**config.mk**
```make
export PLATFORM = sky130hd
export DESIGN_NAME = seg7_scan_decoder
export DESIGN_NICKNAME = d
export VERILOG_FILES = /design/src/rtl/seg7_scan_decoder.sv
export SDC_FILE = /design/constraint.sdc
export NUM_CORES = 1
export LEC_CHECK = 0
export BUFFER_PORTS_ARGS = -buffer_cell sky130_fd_sc_hd__buf_4
export CORE_MARGIN = 10
export CORE_UTILIZATION = 41
export DETAILED_ROUTE_END_ITERATION = 6
export GPL_TIMING_DRIVEN = 0
export HOLD_SLACK_MARGIN = 0.1
export PLACE_DENSITY = 0.6
export SKIP_CTS_REPAIR_TIMING = 1
export SYNTH_ARGS = -nofsm -noshare
export SYNTH_HDL_FRONTEND = slang
export SYNTH_SLANG_ARGS = --single-unit
```
**constraint.sdc**
```tcl
create_clock -name clk -period 3.4 [get_ports clk]
set_input_delay 0.34 -clock clk [delete_from_list [all_inputs] [get_ports clk]]
set_output_delay 0.34 -clock clk [all_outputs]
set_load 0.01 [all_outputs]
```
**src/rtl/seg7_scan_decoder.sv**
```systemverilog
// -----------------------------------------------------------------------------
// seg7_scan_decoder
//
// Observes a scanned 4-digit seven-segment bus (active-low anodes and
// segments) and rebuilds the hex value shown on each digit. A digit is
// accepted only after its anode/segment pattern has been stable for
// STABLE_CYCLES consecutive synchronised samples.
//
// Parameters
//   STABLE_CYCLES  identical samples required to accept a digit (2..255)
//
// Ports
//   clk      in   system clock
//   rst      in   synchronous active-high reset
//   an_n     in   [3:0] digit anodes, active-low, bit i = digit i
//   seg_n    in   [6:0] segments, active-low, bit 6 = a ... bit 0 = g
//   digits   out  [15:0] decoded values, digit i at [4i+3:4i]
//   valid    out  [3:0] per-digit "holds a decoded value" flag
//   upd      out  one-cycle pulse when a digit is accepted
//   upd_idx  out  [1:0] index of the digit accepted with upd
//   err      out  unrecognised segment pattern seen
//   err_idx  out  [1:0] digit index associated with err
//
// Build option
//   SEG7_ERR_STICKY_EN  defined:   err latches on the first bad pattern until
//                                  rst, err_idx keeps that first index.
//                       undefined: err pulses once per bad acceptance and
//                                  err_idx follows every pulse.
// -----------------------------------------------------------------------------
module seg7_scan_decoder #(
  parameter int unsigned STABLE_CYCLES = 4
) (
  input  logic        clk,
  input  logic        rst,
  input  logic [3:0]  an_n,
  input  logic [6:0]  seg_n,
  output logic [15:0] digits,
  output logic [3:0]  valid,
  output logic        upd,
  output logic [1:0]  upd_idx,
  output logic        err,
  output logic [1:0]  err_idx
);

  localparam logic [7:0] LP_STABLE = 8'(STABLE_CYCLES);

  // {an_n, seg_n} as one sample word; all ones = no anode, blank segments.
  localparam logic [10:0] LP_IDLE = '1;

  logic [10:0] r_s1;
  logic [10:0] r_s2;
  logic [10:0] r_prev;
  logic [7:0]  r_run;
  logic [15:0] r_digits;
  logic [3:0]  r_valid;
  logic        r_upd;
  logic [1:0]  r_upd_idx;
  logic        r_err;
  logic [1:0]  r_err_idx;

  logic        w_active;
  logic [1:0]  w_idx;
  logic        w_same;
  logic [7:0]  w_run_next;
  logic        w_accept;
  logic [6:0]  w_pat;
  logic        w_hit;
  logic [3:0]  w_val;

  // Segment pattern (a..g, active-high) to hex value; hit=0 when unknown.
  function automatic logic [4:0] decode(input logic [6:0] p);
    case (p)
      7'h7E: decode = {1'b1, 4'h0};
      7'h30: decode = {1'b1, 4'h1};
      7'h6D: decode = {1'b1, 4'h2};
      7'h79: decode = {1'b1, 4'h3};
      7'h33: decode = {1'b1, 4'h4};
      7'h5B: decode = {1'b1, 4'h5};
      7'h5F: decode = {1'b1, 4'h6};
      7'h70: decode = {1'b1, 4'h7};
      7'h7F: decode = {1'b1, 4'h8};
      7'h7B: decode = {1'b1, 4'h9};
      7'h77: decode = {1'b1, 4'hA};
      7'h1F: decode = {1'b1, 4'hB};
      7'h4E: decode = {1'b1, 4'hC};
      7'h3D: decode = {1'b1, 4'hD};
      7'h4F: decode = {1'b1, 4'hE};
      7'h47: decode = {1'b1, 4'hF};
      default: decode = 5'b0_0000;
    endcase
  endfunction

  // NOTE: every signal driven here gets a default first, so no path can
  // leave one unassigned and infer a latch.
  always_comb begin
    w_active = 1'b1;
    w_idx    = 2'd0;
    // Exactly one low anode bit makes the sample active.
    case (r_s2[10:7])
      4'b1110: w_idx = 2'd0;
      4'b1101: w_idx = 2'd1;
      4'b1011: w_idx = 2'd2;
      4'b0111: w_idx = 2'd3;
      default: w_active = 1'b0;
    endcase

    // A changed anode with the same segments is a different sample.
    w_same = (r_s2 == r_prev);

    if (!w_active) begin
      w_run_next = 8'd0;
    end else if (w_same) begin
      w_run_next = (r_run == LP_STABLE) ? r_run : r_run + 8'd1;
    end else begin
      w_run_next = 8'd1;
    end

    // Fires only on the transition into saturation, never while it persists.
    w_accept = (w_run_next == LP_STABLE) && (r_run != LP_STABLE);

    w_pat            = ~r_s2[6:0];
    {w_hit, w_val}   = decode(w_pat);
  end

  // NOTE: sequential state uses non-blocking assignments so every register
  // samples the pre-edge values regardless of statement order.
  always_ff @(posedge clk) begin
    if (rst) begin
      // NOTE: the synchroniser resets to all ones (no anode, blank) rather
      // than zero, since zero would look like all four anodes driven.
      r_s1      <= LP_IDLE;
      r_s2      <= LP_IDLE;
      r_prev    <= LP_IDLE;
      r_run     <= 8'd0;
      r_digits  <= 16'h0000;
      r_valid   <= 4'b0000;
      r_upd     <= 1'b0;
      r_upd_idx <= 2'd0;
      r_err     <= 1'b0;
      r_err_idx <= 2'd0;
    end else begin
      r_s1   <= {an_n, seg_n};
      r_s2   <= r_s1;
      r_prev <= r_s2;
      r_run  <= w_run_next;

      r_upd <= 1'b0;
`ifndef SEG7_ERR_STICKY_EN
      r_err <= 1'b0;
`endif

      if (w_accept) begin
        if (w_hit) begin
          r_digits[4*w_idx +: 4] <= w_val;
          r_valid[w_idx]         <= 1'b1;
          r_upd                  <= 1'b1;
          r_upd_idx              <= w_idx;
        end else if (w_pat == 7'h00) begin
          // Blank digit: the value is kept, only its validity is withdrawn.
          r_valid[w_idx] <= 1'b0;
        end else begin
`ifdef SEG7_ERR_STICKY_EN
          if (!r_err) begin
            r_err     <= 1'b1;
            r_err_idx <= w_idx;
          end
`else
          r_err     <= 1'b1;
          r_err_idx <= w_idx;
`endif
        end
      end
    end
  end

  assign digits  = r_digits;
  assign valid   = r_valid;
  assign upd     = r_upd;
  assign upd_idx = r_upd_idx;
  assign err     = r_err;
  assign err_idx = r_err_idx;

endmodule
```
==> results.md, run 1 <==
- Internal power: 0.001179 W
- Fmax: 352.0 MHz
- Final hold violations: 0
- Routed Antenna Nets: 0
- Final TNS setup: 0 ps
- Worst EP required: 3630 ps
- Max-Cap Viols: 0
- Fin cells: 486
- Critical Path Source Type: flop
- Post-synth EDFFs: 0
- Pwr dens: 428.5 nW/µm²
- CTS tree: yes
- DP Cell Count: 472
- First-pass DRT Iterations: 4
- Via count: 2,449
- Syn avg cell area: 9.127 µm²
- Worst skew pair latency: 340 ps
- Power share of the sequential group: 0.519
- Global-route usage over all layers: 0.1190
- Worst Setup SP: r_s2[5]$_SDFF_PP1_
- Post-Syn Nets: 355
- CTS root buf: clkbuf_8
- Area growth, synth to finish: 18.97%
- Placement-stage cell area: 3468 µm²
- Worst setup EP type: flop
- Clock power share: 0.408
- NetSw: 0.0003842 W
- Fin crit share: 0.8356
- Layout cells sized above 1: 0.2481
- Top-area cell type share of the netlist area: 0.4374
- Worst r2r dst: digits[13]$_SDFFE_PP0P_
- Setup violators final: 0
- Post-route cell area: 3649 µm²
- RSZ-0062 raised after global routing: no
- DRC: 0
- Fin Clk Skew: 6.715 ps
- Worst hold path endpoint: r_s1[3]$_SDFF_PP1_
- Synth Warn #: 0
- CORE AREA: 7253 µm²
- Synth Cell Area: 3067 µm²
- Leakage: 1.445 nW
- Slew Limit Fails: 0
- Cell depth of the worst flop-to-flop path: 6
- Full die area: 11,340 µm²
- Reg-to-Reg Start: r_s2[5]$_SDFF_PP1_
- RD Place Congestion: 0.8483
- Wirelength per Cell: 13.49 µm
- WP data arrival: 3070 ps
- Die H: 106.5 µm
- Min-Delay Path Class: input pin to flop
- Ant diodes: 0
- Worst-path clk slew: 70 ps
- Cell taking the most area after synthesis: dfxtp_1
- DRT iter0 DRCs: 72
- Register area share after synthesis: 0.4374
- Peak supply drop: 224.0 µV
- Antenna violations before repair: 0
- Number of synthesized register bits: 67
- Most used DFF post-synth: dfxtp_1
- TritonCTS Buffers: 9
- Status: finished, final reports clean
- First-pass GRT wire length: 11,110 µm
- Most frequent cells in the layout: 67 x dfxtp_1, 37 x buf_4, 33 x or2_2
- Crit path time final: 2841 ps
- Site Rows: 31
- Vias in the first global route: 2,319
- Buffers on Ports: 37
- Die Wd: 106.5 µm
- Mapped Cells: 336
- Reg-to-reg slack, setup: 560 ps
- Slew headroom: 0.5191
- Synth cell types: 49
- Hold path start: seg_n[3]
- Gate power share: 0.073
- Crit path kind: flop to flop
- Total congestion overflow: 0
- Initial Utilization: 0.4228
- Async SR Flop Fraction: 0
- Hold depth: 2
- Commonest non-fill, non-tap cell in the layout: dfxtp_1
- Crit Path Max Fanout: 7
- Clock tree buffer depth: 2
- H-tree depth: 3
- Clock sink count: 67
- Dpl hpwl: 4804 µm
- Vias per inst: 5.039
- Nets@finish: 403
- Sw Share: 0.2458
- Largest cells by area after synthesis: dfxtp_1 44%, or2_2 6.7%, mux2i_1 5.9%, xor2_1 4.6%, nand2b_1 4.3%
- Drt total wl: 6555 µm
- Largest net degree at the start of global routing: 12
- IO Pins: 39
- Tightest Pin Transition: 715.3 ps
[layer usage]
layer / routed length [µm] / GRT usage / up-vias
met5: 0 / 0 / -
met4: 80 / 0.05513 / 0
met3: 290 / 0.03261 / 9
met2: 3021 / 0.1833 / 43
met1: 3163 / 0.1511 / 1152
li1: - / - / 1245
[Yosys cell counts (2+ instances only)]
master	instances
nand2_2	3
nor2b_1	2
a211oi_1	2
nor4_1	8
a21oi_1	10
nand4_1	2
or3_1	2
or3b_1	2
or2_2	33
a22o_1	2
a22oi_1	2
or3b_2	2
inv_1	6
buf_1	2
mux2i_1	18
nand3_1	10
xor2_1	16
xnor2_1	7
or4_1	2
ha_1	6
dfxtp_1	67
clkbuf_1	16
nor3_1	12
o32a_1	2
nor2_1	18
nand4b_1	4
nand2_1	28
nand2b_1	21
o22ai_1	2
o21ai_0	9
and3_1	2
[power by group through the flow]
stage | clock network (W) | registers [W] | logic (W)
4_1_cts | 0.000653 | 0.000811 | 0.000116
3_3_place_gp | 0 | 0.000829 | 0.000113
5_1_grt | 0.000694 | 0.000813 | 0.000130
6_report | 0.000637 | 0.000811 | 0.000115
3_5_place_dp | 0 | 0.000829 | 0.000116
2_1_floorplan | 0 | 0.000827 | 0.0000847
[sequential cells by signal, indices dropped and copies added, names as in the netlist, 2 cells and up, named ones only]
register / count
upd_idx: 2
err_idx: 2
r_s1: 11
r_run: 8
digits: 16
r_prev: 11
r_s2: 11
[kinds of logic (layout without fill, tap and decap cells)]
kind of cell	Yosys count	count (layout)	synth area share
buffers and inverters	25	76	0.03101
XOR/XNOR	23	23	0.06569
adder cells (fa/ha/maj)	6	6	0.02448
AO/OA/AOI/OAI	40	40	0.09547
multiplexers	19	19	0.06242
flip-flops	67	67	0.4374
AND/OR/NAND/NOR	156	156	0.2836
[worst max path at each step]
stage | end | slack [ps]
after floorplan | digits[13]$_SDFFE_PP0P_ | 950
after global placement | digits[13]$_SDFFE_PP0P_ | 600
after detailed placement | digits[13]$_SDFFE_PP0P_ | 610
after CTS | digits[13]$_SDFFE_PP0P_ | 580
after global routing | digits[13]$_SDFFE_PP0P_ | 340
final | digits[13]$_SDFFE_PP0P_ | 560
[per-stage QoR]
stage                     hold slack (ps)  setup WS [ps]  power (W)    util
after floorplan                     389.5          947.1  0.0009113       -
after global placement              391.0          604.1  0.0009420  0.4782
after detailed placement            392.3          609.9  0.0009449  0.4782
after CTS                           167.3          576.0   0.001580  0.5030
after global routing                166.7          342.3   0.001637  0.5030
final                               175.5          559.1   0.001563  0.5030
[critical path, stage by stage (launching register included)]
cell       delay, ps
dfxtp_1          400
or3b_1           380
a2111oi_2        520
nor3_1           200
a2111oi_4        730
nand2_4          160
mux2_1           330
[cell type report]
class	count	area, µm²
Multi-Input combinational cell	244	1630
Tap cell	99	123.9
Inverter	6	22.52
Timing Repair Buffer	37	277.8
Clock inverter	5	56.30
Sequential cell	67	1341
Buffer	19	72.57
Fill cell	716	3605
Clock buffer	9	123.9
Power figures use the tool's default switching activity.
==> inputs of run 2 (changes only) <==
ABC_AREA = 1   (was not set)
PLACE_DENSITY = 0.62   (was 0.6)
clock period = 2.6 ns   (was 3.4 ns; I/O delays follow)
==> run 2 against run 1 <==
Net effect:
- wire length up 15%
- combinational power increased by 84%
- synthesized area rose by 11%
- sequential cell count unchanged
- clock-buffer cell count is the same
- clock power increased by 70%
- final area is 14% higher
- total power up 50%
- via count increased by 24%
- worst setup slack worse by 220 ps
- register-to-register slack got worse by 220 ps
==> results.md, run 2 <==
- Setup violators final: 0 (unchanged)
- Status: finished, final reports clean
- Via count: 3,035 (+24%)
- Min-Delay Path Class: input pin to flop
- Crit Path Max Fanout: 7 (unchanged)
- Worst skew pair latency: 340 ps (about the same)
- Largest register FFs: 16 (unchanged)
- Synth Warn #: 0 (unchanged)
- Routed Antenna Nets: 0 (unchanged)
- Most frequent cells in the layout: 127 x nand2_1, 94 x nor2_1, 67 x dfxtp_1
- Die Wd: 111.0 µm (+4.2%)
- Synth Cell Area: 3396 µm² (+11%)
- Clock tree buffer depth: 2 (unchanged)
- Vias in the first global route: 2,944 (+27%)
- Post-synth EDFFs: 0 (unchanged)
- Top-area cell type share of the netlist area: 0.3950 (-0.04238)
- Vias per inst: 4.669 (-7.3%)
- Crit path kind: flop to flop
- Layout cells sized above 1: 0.2092 (-0.03889)
- Cell taking the most area after synthesis: dfxtp_1
- Total power: 0.002351 W (+50%)
- RD Place Congestion: 0.9088 (+7.1%)
- Clock sink count: 67 (unchanged)
- DRC: 0 (unchanged)
- Commonest non-fill, non-tap cell in the layout: nand2_1
- Dpl hpwl: 5658 µm (+18%)
- First-pass DRT Iterations: 4 (unchanged)
- DRT iter0 DRCs: 224 (+210%)
- Drt total wl: 7516 µm (+15%)
- Ant diodes: 0 (unchanged)
- Largest cells by area after synthesis: dfxtp_1 39%, nand2_1 14%, nor2_1 10%, inv_1 5.5%, or2_2 4.4%
- Site Rows: 33 (+6.5%)
- CORE AREA: 8134 µm² (+12%)
- Fin crit share: 0.8709 (+0.03529)
- Full die area: 12,320 µm² (+8.7%)
- Wirelength per Cell: 11.56 µm (-14%)
- Max-Cap Viols: 0 (unchanged)
- Final TNS setup: 0 ps (unchanged)
- Fmax: 441.7 MHz (+25%)
- Antenna violations before repair: 0 (unchanged)
- Syn avg cell area: 7.060 µm² (-23%)
- Largest net degree at the start of global routing: 14 (+2)
- Worst-path clk slew: 70 ps (about the same)
- Slew headroom: 0.5393 (+0.02024)
- Pwr dens: 565.2 nW/µm² (+32%)
- CTS root buf: clkbuf_8
- Crit path time final: 2264 ps (-576.7 ps)
- Final hold violations: 0 (unchanged)
- Tightest Pin Transition: 684.7 ps (-30.57 ps)
- Initial Utilization: 0.4175 (-0.005331)
- IO Pins: 39 (unchanged)
- TritonCTS Buffers: 9 (unchanged)
- Leakage: 2.155 nW (+49%)
- Nets@finish: 559 (+39%)
- Most frequent cell after synthesis: nand2_1
- Total congestion overflow: 0 (unchanged)
- Critical Path Source Type: flop
- Most used DFF post-synth: dfxtp_1
- Peak supply drop: 322.7 µV (+44%)
- Number of synthesized register bits: 67 (unchanged)
- Smallest hold slack: 107.6 ps (-67.93 ps)
- WP data arrival: 2500 ps (-570 ps)
- Mapped Cells: 481 (+43%)
- H-tree depth: 3 (unchanged)
- Worst EP required: 2840 ps (-790 ps)
- Fin Clk Skew: 6.680 ps (-0.03578 ps)
- Global-route usage over all layers: 0.1250 (+0.005949)
- First-pass GRT wire length: 13,300 µm (+20%)
- Async SR Flop Fraction: 0 (unchanged)
- Buffers on Ports: 38 (+2.7%)
- Synth cell count leaders: 127 x nand2_1, 94 x nor2_1, 67 x dfxtp_1, 50 x inv_1, 25 x nand3_1
- Register area share after synthesis: 0.3950 (-0.04238)
- RSZ-0062 raised after global routing: no
- Post-Syn Nets: 500 (+41%)
- Area growth, synth to finish: 22.51%
- Synth cell types: 34 (-31%)
- Slew Limit Fails: 0 (unchanged)
- Worst setup EP type: flop
- CTS tree: yes
- Die H: 111.0 µm (+4.2%)
[run 2: worst max-delay path: stages, from the launching register on]
cell and delay, ps:
dfxtp_1 480, nor2_1 190, nand2_1 130, nor2_1 70, or2_2 310, nor4_1 590, nor2_1 80, nand2_1 110
nor2_1 60, nor2_1 90, nor2_1 50
[run 2: layout make-up]
type	count	area (µm²)
Timing Repair Buffer	48	385.4
Fill cell	792	3974
Clock inverter	7	123.9
Buffer	9	40.04
Sequential cell	67	1341
Clock buffer	9	123.9
Inverter	57	214.0
Tap cell	105	131.4
Multi-Input combinational cell	348	1800
[run 2: layer usage]
layer  GRT usage  share of wire
met2      0.2009           0.45
met5           0              0
met4     0.05208          0.017
met3     0.03517          0.051
met1      0.1524           0.48
[run 2: path summary, 6_finish.rpt]
kind	slack (ps)	cells past startpoint	to	start
max	340	10	digits[6]$_SDFFE_PP0P_	r_s2[1]$_SDFF_PP1_
min	110	2	r_s1[2]$_SDFF_PP1_	seg_n[2]
max reg2reg	340	10	digits[6]$_SDFFE_PP0P_	r_s2[1]$_SDFF_PP1_
min reg2reg	410	1	r_s2[8]$_SDFF_PP1_	r_s1[8]$_SDFF_PP1_
[run 2: cells by family (layout without fill, tap and decap cells)]
logic type | count (synthesis) | after routing | synth area share
buf+inv | 66 | 130 | 0.07480
simple gates | 324 | 324 | 0.4705
xor+xnor | 9 | 9 | 0.02321
compound gates | 9 | 9 | 0.01437
flops | 67 | 67 | 0.3950
fa+ha+maj | 6 | 6 | 0.02211
[run 2: through the flow]
stage | instances | instance area [µm²] | setup slack, ps | utilization
2_1_floorplan | 481 | 3396 | 718.1 | -
3_3_place_gp | 624 | 3812 | 407.4 | 0.4687
3_5_place_dp | 624 | 3812 | 369.5 | 0.4687
4_1_cts | 640 | 4060 | 354.0 | 0.4992
5_1_grt | 650 | 4160 | 113.3 | 0.5115
6_report | 650 | 4160 | 335.8 | 0.5115
[run 2: power by group]
part	internal (W)	switching [W]
registers	0.00105	0.0000151
logic	0.0000802	0.000131
clock network	0.000645	0.000432
total	0.00177	0.000579
